### src/rtl/mem_port_arbiter_pkg.sv
// Shared types and constants for the unified-memory port arbiter.
package mem_arb_pkg;

    typedef enum logic [1:0] {
        ARB_IDLE,
        ARB_WAIT,
        ARB_ACK
    } arb_state_t;

    typedef enum logic {
        OWN_IF,
        OWN_DM
    } arb_owner_t;

    // Wide enough for the largest legal memory latency (15).
    localparam int CNT_W = 4;

    // Counter preload for a given latency: WAIT lasts exactly lat cycles
    // because the terminal-count cycle is the last WAIT cycle.
    function automatic logic [CNT_W-1:0] lat_to_count(input int lat);
        return CNT_W'(lat - 1);
    endfunction

endpackage

### src/rtl/mem_port_arbiter_if.sv
// Requester and memory bus bundle for the unified-memory port arbiter.
// slave: the arbiter side; master: the control/datapath + memory side.
interface mem_port_arbiter_if #(
    parameter int ADDR_W = 64,
    parameter int DATA_W = 64
);
    // instruction-fetch requester
    logic              if_req;
    logic [ADDR_W-1:0] if_addr;
    logic [DATA_W-1:0] if_rdata;
    logic              if_ack;
    // data requester
    logic              dm_req;
    logic              dm_we;
    logic [ADDR_W-1:0] dm_addr;
    logic [DATA_W-1:0] dm_wdata;
    logic [DATA_W-1:0] dm_rdata;
    logic              dm_ack;
    // memory port
    logic [ADDR_W-1:0] mem_addr;
    logic [DATA_W-1:0] mem_wdata;
    logic              mem_wr;
    logic [DATA_W-1:0] mem_rdata;
    // status
    logic              busy;
    logic              owner_dm;

    modport slave (
        input  if_req, if_addr,
        input  dm_req, dm_we, dm_addr, dm_wdata,
        input  mem_rdata,
        output if_rdata, if_ack,
        output dm_rdata, dm_ack,
        output mem_addr, mem_wdata, mem_wr,
        output busy, owner_dm
    );

    modport master (
        output if_req, if_addr,
        output dm_req, dm_we, dm_addr, dm_wdata,
        output mem_rdata,
        input  if_rdata, if_ack,
        input  dm_rdata, dm_ack,
        input  mem_addr, mem_wdata, mem_wr,
        input  busy, owner_dm
    );

endinterface

### src/rtl/mem_port_arbiter_wait_counter.sv
// Loadable down-counter timing the memory access; zero_o marks terminal count.
module arb_wait_counter
    import mem_arb_pkg::*;
#(
    parameter int WIDTH = CNT_W
) (
    input  logic             clk,
    input  logic             reset,
    input  logic             load_i,
    input  logic [WIDTH-1:0] load_val_i,
    input  logic             dec_i,
    output logic             zero_o
);

    logic [WIDTH-1:0] cnt_q;

    // Load takes precedence; decrement saturates at zero.
    always_ff @(posedge clk or posedge reset) begin
        if (reset) begin
            cnt_q <= '0;
        end else if (load_i) begin
            cnt_q <= load_val_i;
        end else if (dec_i && (cnt_q != '0)) begin
            cnt_q <= cnt_q - 1'b1;
        end
    end

    assign zero_o = (cnt_q == '0);

endmodule

### src/rtl/mem_port_arbiter.sv
// Shares the single-port unified memory between instruction fetch and data
// access. One request is latched per transaction, the bus is held for
// MEM_LAT cycles, then the owner gets read data with a one-cycle ack.
//
// state    | meaning
// ARB_IDLE | no transaction; arbitrate among sampled requests
// ARB_WAIT | memory bus held; counting down MEM_LAT cycles
// ARB_ACK  | owner's ack pulse; read data captured on the edge entering here
module mem_port_arbiter
    import mem_arb_pkg::*;
#(
    parameter int ADDR_W        = 64,
    parameter int DATA_W        = 64,
    parameter int MEM_LAT       = 2,   // legal 1..15
    parameter int DATA_PRIORITY = 1    // 1: data wins a tie, 0: round-robin
) (
    input  logic              clk,
    input  logic              reset,
    mem_port_arbiter_if.slave bus
);

    localparam logic [CNT_W-1:0] LAT_LOAD = lat_to_count(MEM_LAT);

    arb_state_t        state_q, state_d;
    arb_owner_t        owner_q;
    logic              rr_dm_turn_q;   // 1: data requester wins the next tie
    logic              we_q;
    logic              mem_wr_q;
    logic              if_ack_q;
    logic              dm_ack_q;
    logic              busy_q;
    logic [ADDR_W-1:0] mem_addr_q;
    logic [DATA_W-1:0] mem_wdata_q;
    logic [DATA_W-1:0] if_rdata_q;
    logic [DATA_W-1:0] dm_rdata_q;

    logic              grant_vld;
    logic              grant_dm;
    logic              wait_done;
    logic              cnt_load;
    logic              cnt_dec;
    logic              cnt_zero;

    arb_wait_counter #(
        .WIDTH (CNT_W)
    ) u_wait_cnt (
        .clk        (clk),
        .reset      (reset),
        .load_i     (cnt_load),
        .load_val_i (LAT_LOAD),
        .dec_i      (cnt_dec),
        .zero_o     (cnt_zero)
    );

    // Grant selection and next-state decode.
    always_comb begin
        state_d   = state_q;
        grant_vld = 1'b0;
        grant_dm  = 1'b0;
        wait_done = 1'b0;
        cnt_load  = 1'b0;
        cnt_dec   = 1'b0;
        case (state_q)
            ARB_IDLE: begin
                if (bus.if_req || bus.dm_req) begin
                    grant_vld = 1'b1;
                    if (bus.if_req && bus.dm_req) begin
                        grant_dm = (DATA_PRIORITY != 0) ? 1'b1 : rr_dm_turn_q;
                    end else begin
                        grant_dm = bus.dm_req;
                    end
                    cnt_load = 1'b1;
                    state_d  = ARB_WAIT;
                end
            end
            ARB_WAIT: begin
                if (cnt_zero) begin
                    wait_done = 1'b1;
                    state_d   = ARB_ACK;
                end else begin
                    cnt_dec = 1'b1;
                end
            end
            ARB_ACK: begin
                state_d = ARB_IDLE;
            end
            default: begin
                state_d = ARB_IDLE;
            end
        endcase
    end

    // Control: state, one-cycle strobes, ownership and round-robin turn.
    always_ff @(posedge clk or posedge reset) begin
        if (reset) begin
            state_q      <= ARB_IDLE;
            owner_q      <= OWN_IF;
            rr_dm_turn_q <= 1'b0;
            we_q         <= 1'b0;
            mem_wr_q     <= 1'b0;
            if_ack_q     <= 1'b0;
            dm_ack_q     <= 1'b0;
            busy_q       <= 1'b0;
        end else begin
            state_q  <= state_d;
            busy_q   <= (state_d != ARB_IDLE);
            mem_wr_q <= 1'b0;
            if_ack_q <= 1'b0;
            dm_ack_q <= 1'b0;
            if (grant_vld) begin
                owner_q  <= grant_dm ? OWN_DM : OWN_IF;
                we_q     <= grant_dm & bus.dm_we;
                // write strobe covers only the first WAIT cycle
                mem_wr_q <= grant_dm & bus.dm_we;
            end
            if (wait_done) begin
                if (owner_q == OWN_DM) begin
                    dm_ack_q <= 1'b1;
                end else begin
                    if_ack_q <= 1'b1;
                end
            end
            if (state_q == ARB_ACK) begin
                rr_dm_turn_q <= (owner_q == OWN_IF);
            end
        end
    end

    // Data path: latched bus address/data and returned read data.
    always_ff @(posedge clk or posedge reset) begin
        if (reset) begin
            mem_addr_q  <= '0;
            mem_wdata_q <= '0;
            if_rdata_q  <= '0;
            dm_rdata_q  <= '0;
        end else begin
            if (grant_vld) begin
                mem_addr_q  <= grant_dm ? bus.dm_addr : bus.if_addr;
                mem_wdata_q <= grant_dm ? bus.dm_wdata : '0;
            end
            if (wait_done) begin
                if (owner_q == OWN_IF) begin
                    if_rdata_q <= bus.mem_rdata;
                end else if (!we_q) begin
                    dm_rdata_q <= bus.mem_rdata;
                end
            end
        end
    end

    assign bus.mem_addr  = mem_addr_q;
    assign bus.mem_wdata = mem_wdata_q;
    assign bus.mem_wr    = mem_wr_q;
    assign bus.if_rdata  = if_rdata_q;
    assign bus.if_ack    = if_ack_q;
    assign bus.dm_rdata  = dm_rdata_q;
    assign bus.dm_ack    = dm_ack_q;
    assign bus.busy      = busy_q;
    assign bus.owner_dm  = (owner_q == OWN_DM);

endmodule

### src/flat_wrapper.sv
// flat-port wrapper written by rule: the top's interface ports become plain ports
module mem_port_arbiter_flat import mem_arb_pkg::*;
#(
    parameter int ADDR_W        = 64,
    parameter int DATA_W        = 64,
    parameter int MEM_LAT       = 2,                 
    parameter int DATA_PRIORITY = 1                                         
)
  (clk, reset, bus_if_req, bus_if_addr, bus_dm_req, bus_dm_we, bus_dm_addr, bus_dm_wdata, bus_mem_rdata, bus_if_rdata, bus_if_ack, bus_dm_rdata, bus_dm_ack, bus_mem_addr, bus_mem_wdata, bus_mem_wr, bus_busy, bus_owner_dm);
  mem_port_arbiter_if #(.ADDR_W(ADDR_W), .DATA_W(DATA_W)) bus_i ();
  input  logic clk;
  input  logic reset;
  input wire logic [$bits(bus_i.if_req)-1:0] bus_if_req;
  input wire logic [$bits(bus_i.if_addr)-1:0] bus_if_addr;
  input wire logic [$bits(bus_i.dm_req)-1:0] bus_dm_req;
  input wire logic [$bits(bus_i.dm_we)-1:0] bus_dm_we;
  input wire logic [$bits(bus_i.dm_addr)-1:0] bus_dm_addr;
  input wire logic [$bits(bus_i.dm_wdata)-1:0] bus_dm_wdata;
  input wire logic [$bits(bus_i.mem_rdata)-1:0] bus_mem_rdata;
  output wire logic [$bits(bus_i.if_rdata)-1:0] bus_if_rdata;
  output wire logic [$bits(bus_i.if_ack)-1:0] bus_if_ack;
  output wire logic [$bits(bus_i.dm_rdata)-1:0] bus_dm_rdata;
  output wire logic [$bits(bus_i.dm_ack)-1:0] bus_dm_ack;
  output wire logic [$bits(bus_i.mem_addr)-1:0] bus_mem_addr;
  output wire logic [$bits(bus_i.mem_wdata)-1:0] bus_mem_wdata;
  output wire logic [$bits(bus_i.mem_wr)-1:0] bus_mem_wr;
  output wire logic [$bits(bus_i.busy)-1:0] bus_busy;
  output wire logic [$bits(bus_i.owner_dm)-1:0] bus_owner_dm;
  assign bus_i.if_req = bus_if_req;
  assign bus_i.if_addr = bus_if_addr;
  assign bus_i.dm_req = bus_dm_req;
  assign bus_i.dm_we = bus_dm_we;
  assign bus_i.dm_addr = bus_dm_addr;
  assign bus_i.dm_wdata = bus_dm_wdata;
  assign bus_i.mem_rdata = bus_mem_rdata;
  assign bus_if_rdata = bus_i.if_rdata;
  assign bus_if_ack = bus_i.if_ack;
  assign bus_dm_rdata = bus_i.dm_rdata;
  assign bus_dm_ack = bus_i.dm_ack;
  assign bus_mem_addr = bus_i.mem_addr;
  assign bus_mem_wdata = bus_i.mem_wdata;
  assign bus_mem_wr = bus_i.mem_wr;
  assign bus_busy = bus_i.busy;
  assign bus_owner_dm = bus_i.owner_dm;
  mem_port_arbiter #(.ADDR_W(ADDR_W), .DATA_W(DATA_W), .MEM_LAT(MEM_LAT), .DATA_PRIORITY(DATA_PRIORITY)) u_core (.clk(clk), .reset(reset), .bus(bus_i));
endmodule
### config.mk
export PLATFORM = sky130hd
export DESIGN_NAME = mem_port_arbiter_flat
export DESIGN_NICKNAME = d
export VERILOG_FILES = /design/src/rtl/mem_port_arbiter_pkg.sv /design/src/rtl/mem_port_arbiter_if.sv /design/src/rtl/mem_port_arbiter_wait_counter.sv /design/src/rtl/mem_port_arbiter.sv /design/src/flat_wrapper.sv
export SDC_FILE = /design/constraint.sdc
export NUM_CORES = 1
export LEC_CHECK = 0
export ABC_AREA = 1
export BUFFER_PORTS_ARGS = -buffer_cell sky130_fd_sc_hd__buf_2
export CAP_MARGIN = 0
export CORE_AREA = 2 2 203 205
export CTS_BUF_LIST = sky130_fd_sc_hd__clkbuf_8
export DETAILED_ROUTE_END_ITERATION = 6
export DIE_AREA = 0 0 205 207
export PLACE_DENSITY = 0.6
export SETUP_SLACK_MARGIN = 0.05
export SYNTH_ARGS = -nofsm -noshare
export SYNTH_HDL_FRONTEND = slang
export SYNTH_SLANG_ARGS = --single-unit
export TNS_END_PERCENT = 1
### constraint.sdc
create_clock -name clk -period 9.8 [get_ports clk]
set_input_delay 0.98 -clock clk [delete_from_list [all_inputs] [get_ports clk]]
set_output_delay 0.98 -clock clk [all_outputs]
set_load 0.1 [all_outputs]
==> results.md <==
- In this run the worst hold path is classified as flip-flop to flip-flop.
- TritonCTS built the clock tree.
- The hold buffer count at cts is 0.
- After the first detailed-routing iteration, the DRC count stood at 658.
- Of all nets on the critical path, the largest fanout is 39.
- The post-synthesis register bit count is 268.
- The remaining max-slew budget at the tightest pin is 0.2628.
- At the pin with the least slew margin, the transition time is 1.106 ns.
- Fill cells in the final layout number 4,174.
- The critical path data required time is 8.82 ns.
- The peak per-stage delay on the critical path is 0.77 ns.
- The global-route wire length before repair is 58,150 um.
- The floorplan step defined a die boundary enclosing 0.04244 mm^2.
- Timing would allow up to 289.6 MHz.
- The number of hold violations in the final report is 0.
- Summed over all failing endpoints, the final setup total negative slack is 0 ns.
- The routed layout has 10.71k vias.
- The critical setup path kind is flip-flop to output pin.
- The critical path contains buffers and inverters numbering 2 combined.
- The width of the die is 205 um.
- The critical path goes through buf_4 > buf_2.
- The clock insertion delay at the later pin of the skew report is 0.62 ns.
- The vertical extent of the die is 207 um.
- At the end of routability-driven placement, the weighted congestion stood at 0.8294.
- The multi-input combinational cells in the finished layout cover a total of 0.003850 mm^2.
- Max-cap violations in this run came to 0.
- The combined area of all synthesized cells is 0.01127 mm^2.
- The endpoint arrival time on the critical path is 2.47 ns.
- The post-cts repair resize count is 0.
- Setup violations remaining at the end of the flow were counted as 0.
- The number of top-level design ports is 522.
- The number of antenna violations at the first check in global routing is 4.
- The number of setup buffers added after CTS is 0.
- The number of logic stages on the critical path including buffering is 2.
- At the end of the flow, the number of nets in the layout was 2,060.
- In the routed design, unresolved DRC markers number 0.
- Setup repair after global routing left no endpoint under its margin.
- The H-tree was split into 2 levels.
- Clock-pin slew was measured on the worst setup and hold paths at 0.06 ns.
- The cell at the slowest stage of the critical path is sky130_fd_sc_hd__dfrtp_2.
- The largest total area in the synthesized netlist belongs to sky130_fd_sc_hd__dfrtp_1.
- The initial utilization of the core area, before any placement, comes to 0.2792.
- TritonCTS created 48 clock buffers.
- The run finished with clean final reports.
- The ratio of final minimum period to clock period is 0.3523.
- Compared with the post-synthesis result, the final layout area differs by 34.84%.
- Synthesis produced a netlist with a net count of 1,567.
- Of the post-synthesis cell area, the dominant cell type holds 0.5950.
- The core area is 0.04037 mm^2.
- The clock passes through at most 3 buffers.
- The tree is rooted in a sky130_fd_sc_hd__clkbuf_8.
- The number of global-route vias before repair is 10.44k.
- In the global route stage, overall resource usage came out at 0.1715.
- The count of buffers from port buffering is 521.
- For this run, the number of Yosys warnings is 0.
- Global routing finished with a remaining overflow of 0.
- The worst setup path is captured at an output pin.
- The number of standard-cell rows in the floorplan is 74.
- The pre-antenna-repair detailed-routing pass consisted of 5 iterations.
- Of the cells placed in the final design, the portion with a size suffix greater than 1 is 0.3368.
- The sequential cell area is 0.006708 mm^2.
- The final routed wire length divided by cell count is 15.96 um.
- The category of cells accounting for the largest share of critical-path delay is buffers and inverters.
- The detailed placer's ending HPWL is 25,440 um.
- The cell count after synthesis came out at 1,304.
- The proportion of synthesized chip area in sequential cells is 0.5950.
- The time the final worst path needs with I/O delays and setup is 3.453 ns.
- The residual antenna-violating net count after detailed routing is 0.
- The number of distinct library cells after synthesis is 24.
- The worst clock skew is 0.03816 ns.
- The total detailed-routing wirelength is 37,690 um.
- After detailed routing, the number of vias per cell comes to 4.536.
- The average cell area after synthesis is 8.644 um^2.
- The number of clock sinks is 268.
- Ranked by total cell area, the synthesized netlist is headed by sky130_fd_sc_hd__dfrtp_1 (59%), sky130_fd_sc_hd__nand2_1 (22%), sky130_fd_sc_hd__o211ai_1 (4.3%).
- The hold-critical path depth is 2.
- The cell count of the worst reg-to-reg path is 7.
- The total count of max-transition violations in the final report is 0.
- STA classifies the critical path startpoint as a flip-flop.
- Entering global routing, the biggest net connects 168 pins.
-- cell type report --
class,count,share of cell area
flip-flops and latches,268,0.4413
multi-input cells,871,0.2533
repair buffers,533,0.1783
clock buffers,62,0.05614
well taps,532,0.04379
inverters,75,0.01902
clock inverters,20,0.007985
diodes,1,0.0001646
-- worst register-to-register path, cell delays in order (launching register included) --
cell and delay, ns:
sky130_fd_sc_hd__dfrtp_1 0.41, sky130_fd_sc_hd__nor2_4 0.08, sky130_fd_sc_hd__buf_4 0.55, sky130_fd_sc_hd__nand2_4 0.58
sky130_fd_sc_hd__nand2_2 0.26, sky130_fd_sc_hd__buf_4 0.58, sky130_fd_sc_hd__o211ai_1 0.30, sky130_fd_sc_hd__nand2_1 0.11
-- flip-flops by register name, summed over array words and instances (netlist names), 2 cells and up --
| register | flops |
|---|---|
| u_core.bus.dm_rdata | 64 |
| u_core.state_q | 2 |
| u_core.u_wait_cnt.cnt_q | 4 |
| u_core.bus.if_rdata | 64 |
| u_core.bus.mem_addr | 64 |
| u_core.bus.mem_wdata | 64 |
-- metal layers --
| layer | track usage | vias to the layer above | share of wire |
|---|---|---|---|
| met3 | 0.05884 | 83 | 0.087 |
| met1 | 0.2074 | 5069 | 0.40 |
| met5 | 0 | - | 0.00088 |
| li1 | - | 5133 | - |
| met2 | 0.2785 | 422 | 0.47 |
| met4 | 0.06921 | 6 | 0.035 |
-- cells by family after synthesis --
kind of cell,count (synthesis),synth area share
AO/OA/AOI/OAI,69,0.04495
XOR/XNOR,1,0.0007771
adder cells (fa/ha/maj),2,0.002220
buffers and inverters,165,0.06727
flip-flops,268,0.5950
AND/OR/NAND/NOR,799,0.2898
-- synth_stat cells --
master,n
sky130_fd_sc_hd__inv_1,74
sky130_fd_sc_hd__inv_2,1
sky130_fd_sc_hd__buf_2,39
sky130_fd_sc_hd__o211ai_1,64
sky130_fd_sc_hd__buf_1,9
sky130_fd_sc_hd__o21ai_1,1
sky130_fd_sc_hd__nand4_1,65
sky130_fd_sc_hd__a21oi_1,1
sky130_fd_sc_hd__buf_4,12
sky130_fd_sc_hd__nand2_2,1
sky130_fd_sc_hd__or2_2,1
sky130_fd_sc_hd__xor2_1,1
sky130_fd_sc_hd__o22ai_1,1
sky130_fd_sc_hd__clkbuf_1,24
sky130_fd_sc_hd__nor2_2,3
sky130_fd_sc_hd__nand3_1,66
sky130_fd_sc_hd__buf_6,6
sky130_fd_sc_hd__nand2_1,655
sky130_fd_sc_hd__dfrtp_1,268
sky130_fd_sc_hd__nor2_1,6
sky130_fd_sc_hd__nand4_2,1
sky130_fd_sc_hd__o21ai_0,2
sky130_fd_sc_hd__nor3_1,1
sky130_fd_sc_hd__ha_1,2
-- final timing paths --
check / to / start / slack [ns]
worst max-delay path: bus_owner_dm / u_core.bus.owner_dm$_DFFE_PP0P_ / 6.35
worst min-delay path: u_core.bus.dm_rdata[48]$_DFFE_PP0P_ / u_core.bus.dm_rdata[48]$_DFFE_PP0P_ / 0.47
worst max register to register: u_core.bus.mem_addr[0]$_DFFE_PP0P_ / u_core.state_q[1]$_DFF_PP0_ / 6.85
worst min register to register: u_core.bus.dm_rdata[48]$_DFFE_PP0P_ / u_core.bus.dm_rdata[48]$_DFFE_PP0P_ / 0.47
max in group asynchronous: u_core.bus.if_rdata[51]$_DFFE_PP0P_ / reset / 7.80
min in group asynchronous: u_core.bus.mem_wdata[50]$_DFFE_PP0P_ / reset / 0.48
-- metrics by stage --
step	area, um^2	worst slack [ns]	utilization	std cells	hold slack (ns)
final	15200	6.347	0.3765	2362	0.4655
after detailed placement	14220	6.083	0.3523	2279	0.4529
after global placement	14220	6.140	0.3523	2279	0.4484
after floorplan	11270	1.438	-	1304	0.4662
after CTS	15200	6.297	0.3765	2361	0.4542
after global routing	15200	6.204	0.3765	2362	0.4875
-- cell usage in the layout (no fill, tap or decap) --
cell,synthesis,layout
sky130_fd_sc_hd__a21oi_1,1,1
sky130_fd_sc_hd__buf_12,0,1
sky130_fd_sc_hd__buf_2,39,521
sky130_fd_sc_hd__buf_4,12,11
sky130_fd_sc_hd__bufinv_16,0,1
sky130_fd_sc_hd__clkbuf_8,0,62
sky130_fd_sc_hd__clkinv_2,0,4
sky130_fd_sc_hd__dfrtp_1,268,267
sky130_fd_sc_hd__dfrtp_2,0,1
sky130_fd_sc_hd__diode_2,0,1
sky130_fd_sc_hd__ha_1,2,2
sky130_fd_sc_hd__inv_1,74,85
sky130_fd_sc_hd__inv_2,1,2
sky130_fd_sc_hd__inv_8,0,3
sky130_fd_sc_hd__nand2_1,655,652
sky130_fd_sc_hd__nand2_2,1,3
sky130_fd_sc_hd__nand2_4,0,1
sky130_fd_sc_hd__nand3_1,66,66
sky130_fd_sc_hd__nand4_1,65,65
sky130_fd_sc_hd__nand4_4,0,1
sky130_fd_sc_hd__nor2_1,6,6
sky130_fd_sc_hd__nor2_2,3,1
sky130_fd_sc_hd__nor2_4,0,2
sky130_fd_sc_hd__nor3_1,1,1
sky130_fd_sc_hd__o211ai_1,64,64
sky130_fd_sc_hd__o21ai_0,2,2
sky130_fd_sc_hd__o21ai_4,0,1
sky130_fd_sc_hd__o22ai_1,1,1
sky130_fd_sc_hd__or2_2,1,1
sky130_fd_sc_hd__xor2_1,1,1
Power is left out: the tool's default activity adds up to more than one toggle a clock period on the data nets, which glitch-free logic cannot reach.
